File: src/rtl/conv_pkg.sv
// Shared definitions for the convolution row sequencer.
//   conv_state_e : sequencer FSM states
//   cnt_w()      : bit width needed to hold a count from 0 up to max_count
package conv_pkg;

  typedef enum logic [2:0] {
    IDLE,
    ROW,
    LOAD,
    DRAIN,
    DONE
  } conv_state_e;

  // Never returns less than 1 so degenerate ranges still get a real signal.
  function automatic int cnt_w(input int max_count);
    return (max_count < 2) ? 1 : $clog2(max_count + 1);
  endfunction

  function automatic int max3(input int a, input int b, input int c);
    int m;
    m = (a > b) ? a : b;
    return (m > c) ? m : c;
  endfunction

endpackage

File: src/rtl/conv_cycle_counter.sv
// Loadable down-counter with terminal-count flag, shared by the row,
// parameter-load and drain intervals of the sequencer.
//   clock, reset : rising-edge clock, synchronous active-high reset
//   load         : load load_value this edge (wins over dec)
//   load_value   : value to load
//   dec          : decrement by one; saturates at zero so it never wraps
//   tc           : count is zero
module conv_cycle_counter #(
  parameter int WIDTH = 2
) (
  input  logic             clock,
  input  logic             reset,
  input  logic             load,
  input  logic [WIDTH-1:0] load_value,
  input  logic             dec,
  output logic             tc
);

  logic [WIDTH-1:0] count_q, count_d;

  always_comb begin
    count_d = count_q;
    if (load) begin
      count_d = load_value;
    end else if (dec && (count_q != '0)) begin
      count_d = count_q - 1'b1;
    end
  end

  always_ff @(posedge clock) begin
    if (reset) begin
      count_q <= '0;
    end else begin
      count_q <= count_d;
    end
  end

  assign tc = (count_q == '0);

endmodule

File: src/rtl/conv_row_sequencer.sv
// Convolution row sequencer: per channel, pulses shift_row_up every
// RAM_SR_DEPTH cycles for NUM_SR_ROWS-1 shifts, reloads parameters for
// P_SR_DEPTH cycles between channels, waits MA_TREE_DEPTH cycles for the
// adder tree after the last channel, then holds conv_done until accepted.
//   clock, reset  : rising-edge clock, synchronous active-high reset
//   input_start   : frame start, only looked at in IDLE
//   abort         : drop the frame, back to IDLE with all outputs low
//   done_ready    : consumer accepts conv_done (only looked at in DONE)
//   shift_row_up  : one-cycle row-shift pulse
//   param_load    : parameter shift register reload enable
//   channel_idx   : current channel
//   busy          : not in IDLE
//   conv_done     : frame result valid, held until accepted
// All outputs are registered.
module conv_row_sequencer
  import conv_pkg::*;
#(
  parameter int RAM_SR_DEPTH  = 4,
  parameter int NUM_SR_ROWS   = 4,
  parameter int MA_TREE_DEPTH = 4,
  parameter int P_SR_DEPTH    = 2,
  parameter int NUM_CHANNELS  = 1
) (
  input  logic                                 clock,
  input  logic                                 reset,
  input  logic                                 input_start,
  input  logic                                 abort,
  input  logic                                 done_ready,
  output logic                                 shift_row_up,
  output logic                                 param_load,
  output logic [cnt_w(NUM_CHANNELS-1)-1:0]     channel_idx,
  output logic                                 busy,
  output logic                                 conv_done
);

  localparam int CH_W  = cnt_w(NUM_CHANNELS - 1);
  localparam int ROW_W = cnt_w(NUM_SR_ROWS - 2);
  localparam int CNT_W = cnt_w(max3(RAM_SR_DEPTH - 1, P_SR_DEPTH - 1, MA_TREE_DEPTH - 1));

  // Interval reload values: the counter is loaded on the edge that starts an
  // interval and the action happens on the edge where it is found at zero,
  // so an interval of N cycles loads N-1.
  localparam logic [CNT_W-1:0] ROW_RELOAD   = CNT_W'(RAM_SR_DEPTH - 1);
  localparam logic [CNT_W-1:0] LOAD_RELOAD  = CNT_W'(P_SR_DEPTH - 1);
  localparam logic [CNT_W-1:0] DRAIN_RELOAD = CNT_W'(MA_TREE_DEPTH - 1);
  localparam logic [ROW_W-1:0] LAST_ROW     = ROW_W'(NUM_SR_ROWS - 2);
  localparam logic [CH_W-1:0]  LAST_CH      = CH_W'(NUM_CHANNELS - 1);

  conv_state_e      state_q, state_d;
  logic [ROW_W-1:0] rows_q, rows_d;
  logic [CH_W-1:0]  channel_idx_q, channel_idx_d;
  logic             shift_row_up_q, shift_row_up_d;
  logic             param_load_q, param_load_d;
  logic             busy_q, busy_d;
  logic             conv_done_q, conv_done_d;

  logic             cnt_load;
  logic [CNT_W-1:0] cnt_value;
  logic             cnt_dec;
  logic             cnt_tc;

  conv_cycle_counter #(
    .WIDTH (CNT_W)
  ) u_interval_cnt (
    .clock      (clock),
    .reset      (reset),
    .load       (cnt_load),
    .load_value (cnt_value),
    .dec        (cnt_dec),
    .tc         (cnt_tc)
  );

  always_comb begin
    state_d        = state_q;
    rows_d         = rows_q;
    channel_idx_d  = channel_idx_q;
    shift_row_up_d = 1'b0;
    param_load_d   = 1'b0;
    conv_done_d    = 1'b0;
    cnt_load       = 1'b0;
    cnt_value      = '0;
    cnt_dec        = 1'b0;

    if (abort && (state_q != IDLE)) begin
      state_d       = IDLE;
      rows_d        = '0;
      channel_idx_d = '0;
      cnt_load      = 1'b1;
    end else begin
      unique case (state_q)
        IDLE: begin
          if (input_start) begin
            state_d       = ROW;
            rows_d        = '0;
            channel_idx_d = '0;
            cnt_load      = 1'b1;
            cnt_value     = ROW_RELOAD;
          end
        end

        ROW: begin
          if (cnt_tc) begin
            shift_row_up_d = 1'b1;
            cnt_load       = 1'b1;
            if (rows_q == LAST_ROW) begin
              rows_d = '0;
              if (channel_idx_q == LAST_CH) begin
                state_d   = DRAIN;
                cnt_value = DRAIN_RELOAD;
              end else begin
                state_d   = LOAD;
                cnt_value = LOAD_RELOAD;
              end
            end else begin
              rows_d    = rows_q + 1'b1;
              cnt_value = ROW_RELOAD;
            end
          end else begin
            cnt_dec = 1'b1;
          end
        end

        LOAD: begin
          param_load_d = 1'b1;
          if (cnt_tc) begin
            state_d       = ROW;
            channel_idx_d = channel_idx_q + 1'b1;
            cnt_load      = 1'b1;
            cnt_value     = ROW_RELOAD;
          end else begin
            cnt_dec = 1'b1;
          end
        end

        DRAIN: begin
          if (cnt_tc) begin
            state_d     = DONE;
            conv_done_d = 1'b1;
          end else begin
            cnt_dec = 1'b1;
          end
        end

        DONE: begin
          if (done_ready) begin
            state_d = IDLE;
          end else begin
            conv_done_d = 1'b1;
          end
        end

        default: begin
          state_d = IDLE;
        end
      endcase
    end

    busy_d = (state_d != IDLE);
  end

  always_ff @(posedge clock) begin
    if (reset) begin
      state_q        <= IDLE;
      rows_q         <= '0;
      channel_idx_q  <= '0;
      shift_row_up_q <= 1'b0;
      param_load_q   <= 1'b0;
      busy_q         <= 1'b0;
      conv_done_q    <= 1'b0;
    end else begin
      state_q        <= state_d;
      rows_q         <= rows_d;
      channel_idx_q  <= channel_idx_d;
      shift_row_up_q <= shift_row_up_d;
      param_load_q   <= param_load_d;
      busy_q         <= busy_d;
      conv_done_q    <= conv_done_d;
    end
  end

  assign shift_row_up = shift_row_up_q;
  assign param_load   = param_load_q;
  assign channel_idx  = channel_idx_q;
  assign busy         = busy_q;
  assign conv_done    = conv_done_q;

endmodule

File: config.mk
export PLATFORM = sky130hd
export DESIGN_NAME = conv_row_sequencer
export DESIGN_NICKNAME = d
export VERILOG_FILES = /design/src/rtl/conv_pkg.sv /design/src/rtl/conv_cycle_counter.sv /design/src/rtl/conv_row_sequencer.sv
export SDC_FILE = /design/constraint.sdc
export NUM_CORES = 1
export LEC_CHECK = 0
export ABC_AREA = 1
export ABC_CLOCK_PERIOD_IN_PS = 1400
export CORE_MARGIN = 3
export CORE_UTILIZATION = 50
export CTS_CLUSTER_DIAMETER = 60
export DETAILED_ROUTE_END_ITERATION = 10
export PLACE_DENSITY_LB_ADDON = 0.25
export SLEW_MARGIN = 15
export SYNTH_ARGS = -nofsm -noshare
export SYNTH_HDL_FRONTEND = slang
export SYNTH_SLANG_ARGS = --single-unit
File: constraint.sdc
create_clock -name clock -period 1.4 [get_ports clock]
set_input_delay 0.21 -clock clock [delete_from_list [all_inputs] [get_ports clock]]
set_output_delay 0.21 -clock clock [all_outputs]
set_load 0.02 [all_outputs]
==> results.txt <==
----------------------------------------------------
[Outcome]
  Outcome ... finished clean

[Place]
  Detailed placer's ending HPWL ... 1.07 mm
  # port buffers ... 9
  Placer's final routability congestion estimate ... 0.931
  Placed cells ... 117

[Routing]
  Vias/cell ... 5.32
  Detailed-route via count ... 644
  Starting DRC count in detailed routing ... 34
  Routed length per placed instance ... 12.2 um
  DRC violation count after routing ... 0
  Number of antenna-violating nets in the routed design ... 0
  Routed WL ... 1.48 mm
  First-pass detailed-route iteration total ... 4

[Yosys]
  Synthesized-area fraction occupied by and/or/nand/nor cells ... 0.437
  Share of the yosys chip area belonging to registers ... 0.363
  Yosys top cell by area ... sky130_fd_sc_hd__dfxtp_1
  Mux cell area share after synthesis ... 0
  Cells after Synth ... 94
  Cell area after synthesis ... 662 um2
  Largest family of logic cells by synthesized area ... simple AND/OR/NAND/NOR gates
  Synth Area in Compound Gates ... 0.0737
  Post-synth top area share ... 0.363
  Xor and xnor area share after synthesis ... 0
  Total number of yosys warnings ... 0
  Synthesized area divided by synthesized cell count ... 7.04 um2
  Adder-cell share of the synthesized area ... 0.0378
  Number of nets produced by synthesis ... 101
  Synth Register Bits ... 12
  Leading cell types by total area after synthesis ... sky130_fd_sc_hd__dfxtp_1 36%, sky130_fd_sc_hd__nand2_1 12%, sky130_fd_sc_hd__inv_1 7.4%
  Distinct cell type count after synthesis ... 18

[Final layout]
  Post-layout net count ... 115
  Most frequent cells in the layout ... 21 x sky130_fd_sc_hd__nand2_1, 13 x sky130_fd_sc_hd__inv_1, 12 x sky130_fd_sc_hd__dfxtp_1
  Footprint of the flip-flops and latches ... 240 um2
  Fillers ... 100
  Ant diodes ... 0
  Layout cell share with drive strength beyond 1 ... 0.215
  Most frequent standard cell in the layout excluding fill and tap cells ... sky130_fd_sc_hd__nand2_1
  Multi-input logic area ... 383 um2
  Signed area change from the synthesized netlist to the final layout ... 25.0%
  Final non-filler cell total ... 121

[Run]
  Max_cap viols ... 0

[Clock tree]
  Clock insertion delay at the later pin of the skew report ... 280 ps
  Total clock sinks ... 12
  Number of levels the H-tree was split into ... 1
  Number of buffers inserted during clock tree synthesis ... 3
  Clock input transition at the sequential cells of the worst setup and hold paths ... 70 ps
  CTS root buf ... sky130_fd_sc_hd__clkbuf_4
  Count of buffers added by post-CTS timing repair for setup ... 0
  Maximum root-to-sink buffer count ... 2
  Clock tree from TritonCTS ... yes

[Pwr]
  Share of power burned in registers ... 0.412
  Pwr Density ... 1160 nW/um2
  Combinational fraction of design power ... 0.297
  Worst vdd rail ir drop ... 0.809 mV
  Switching share of total power ... 0.337
  Net switching power of the design ... 0.000323 W
  Internal Dissipation ... 0.000635 W
  Clock power share ... 0.291
  LEAKAGE ... 0.430 nW

[Worst setup path]
  Required time of the critical path ... 1580 ps
  Peak fanout along the critical path ... 5
  Path type of the worst setup path ... register to register
  Arrival time reported for the critical path endpoint ... 1530 ps
  R2r startpoint ... u_interval_cnt.count_q[0]$_SDFFE_PP0P_
  Destination of the worst register-to-register timing path ... u_interval_cnt.count_q[1]$_SDFFE_PP0P_
  Critical path capture point ... u_interval_cnt.count_q[1]$_SDFFE_PP0P_
  Number of cells on the worst reg-to-reg path ... 8
  Crit start category ... register
  Capturing element type of the critical path ... register
  R2r setup slk ... 50 ps
  Crit path launch ... u_interval_cnt.count_q[0]$_SDFFE_PP0P_

[STA]
  Worst max-slew margin expressed relative to the limit ... 0.824
  Part of the cycle the worst path needs ... 0.967
  Clock period minus worst slack ... 1350 ps
  Number of failing setup endpoints in the final timing report ... 0
  Highest achievable clock rate ... 0.738 GHz
  Actual slew at the worst max-slew pin ... 264 ps
  Number of pins exceeding their max-slew limit in the final report ... 0
  Hold Vio Cnt, Final ... 0
  Minimum hold slack ... 498 ps
  Final setup skew ... 4.22 ps

[Floorplan]
  Initial Util ... 0.565
  CORE AREA ... 1170 um2
  Count of standard-cell rows ... 12
  Horizontal extent of the die ... 42.4 um
  Die height ... 42.4 um
  Number of I/O pins ... 10
  Full die area ... 1800 um2

[GRT]
  Vias in the first global route ... 532
  Wire length of the first global-routing pass ... 2.31 mm
  Overall routing resource usage ... 0.170
  Initial antenna violation count ... 0
  Pin count of the biggest net entering global routing ... 8
  Remaining Overflow, GRT ... 0

[Hold path]
  Type of the worst min-delay path ... register to register
  Number of stages on the worst hold path ... 2

----------------------------------------------------
==> sequential cells by signal (all words and copies together), names as in the netlist <==
name,cells
busy,1
rows_q,2
channel_idx,1
conv_done,1
param_load,1
u_interval_cnt.count_q,2
shift_row_up,1
state_q,3
==> routing by layer <==
metal / vias up / share of wire / track usage
li1: 325 / - / -
met1: 293 / 0.43 / 0.227
met2: 21 / 0.49 / 0.258
met3: 5 / 0.058 / 0.0386
met4: 0 / 0.021 / 0.0745
met5: - / 0 / 0
==> cells in the mapped netlist <==
cell type                 number
sky130_fd_sc_hd__nor3_1        1
sky130_fd_sc_hd__inv_1        13
sky130_fd_sc_hd__nand4_1       4
sky130_fd_sc_hd__o21ai_1       4
sky130_fd_sc_hd__dfxtp_1      12
sky130_fd_sc_hd__nand2_1      21
sky130_fd_sc_hd__nor2_1       12
sky130_fd_sc_hd__ha_1          2
sky130_fd_sc_hd__nand2_4       2
sky130_fd_sc_hd__inv_4         1
sky130_fd_sc_hd__nand3_2       2
sky130_fd_sc_hd__nor2_2        1
sky130_fd_sc_hd__nor2_4        3
sky130_fd_sc_hd__a21oi_1       4
sky130_fd_sc_hd__inv_2         1
sky130_fd_sc_hd__o21ai_2       1
sky130_fd_sc_hd__nand2_2       2
sky130_fd_sc_hd__nand3_1       8
==> worst min-delay path by stage <==
| stage | start | to | slack (ps) |
|---|---|---|---|
| 2_1_floorplan | done_ready | state_q[2]$_SDFF_PP0_ | 410 |
| 3_3_place_gp | u_interval_cnt.count_q[0]$_SDFFE_PP0P_ | u_interval_cnt.count_q[0]$_SDFFE_PP0P_ | 470 |
| 3_5_place_dp | u_interval_cnt.count_q[0]$_SDFFE_PP0P_ | u_interval_cnt.count_q[0]$_SDFFE_PP0P_ | 480 |
| 4_1_cts | u_interval_cnt.count_q[0]$_SDFFE_PP0P_ | u_interval_cnt.count_q[0]$_SDFFE_PP0P_ | 500 |
| 5_1_grt | rows_q[0]$_SDFFE_PP0P_ | rows_q[1]$_SDFFE_PP0P_ | 540 |
| 6_report | u_interval_cnt.count_q[0]$_SDFFE_PP0P_ | u_interval_cnt.count_q[0]$_SDFFE_PP0P_ | 500 |
==> critical path, stage by stage, from the launching register on <==
cell and delay, ps:
sky130_fd_sc_hd__dfxtp_1 360, sky130_fd_sc_hd__inv_1 70, sky130_fd_sc_hd__ha_2 220, sky130_fd_sc_hd__nand3_1 140
sky130_fd_sc_hd__inv_1 90, sky130_fd_sc_hd__nor2_4 140, sky130_fd_sc_hd__nand4_1 110, sky130_fd_sc_hd__nand2_1 80
sky130_fd_sc_hd__nor2_1 40
==> through the flow <==
step           setup TNS, ps  instance area (um2)  power, W   util  setup WS [ps]
4_1_cts                    0                  802  0.000935  0.685           6.13
5_1_grt                -77.5                  827   0.00101  0.706          -39.4
3_5_place_dp               0                  769  0.000667  0.657           57.6
2_1_floorplan              0                  662  0.000596      -            189
6_report                   0                  827  0.000958  0.706           45.8
3_3_place_gp               0                  769  0.000661  0.657           71.8
==> timing repair <==
item	in CTS	in global routing
setup endpoints to repair	3	5
gates resized for setup	3	8
hold buffers	0	0
pin swaps	0	2
==> power by group through the flow <==
stage	Combinational [W]	Sequential, W	Clock [W]
global placement	0.000260	0.000401	0
detailed placement	0.000265	0.000402	0
finish	0.000285	0.000395	0.000279
CTS	0.000262	0.000393	0.000280
global route	0.000318	0.000398	0.000295
floorplan	0.000188	0.000409	0
==> logic make-up after synthesis <==
group,count (synthesis)
AO/OA/AOI/OAI,9
buffers and inverters,15
flip-flops,12
AND/OR/NAND/NOR,56
adder cells (fa/ha/maj),2
==> layout make-up <==
cell class	instances	area share
timing repair buffer	9	0.110
multi-input combinational	67	0.463
sequential	12	0.290
tap	14	0.0212
inverter	15	0.0711
clock buffer	4	0.0439
Note: power is estimated with default switching activity, not from simulation.
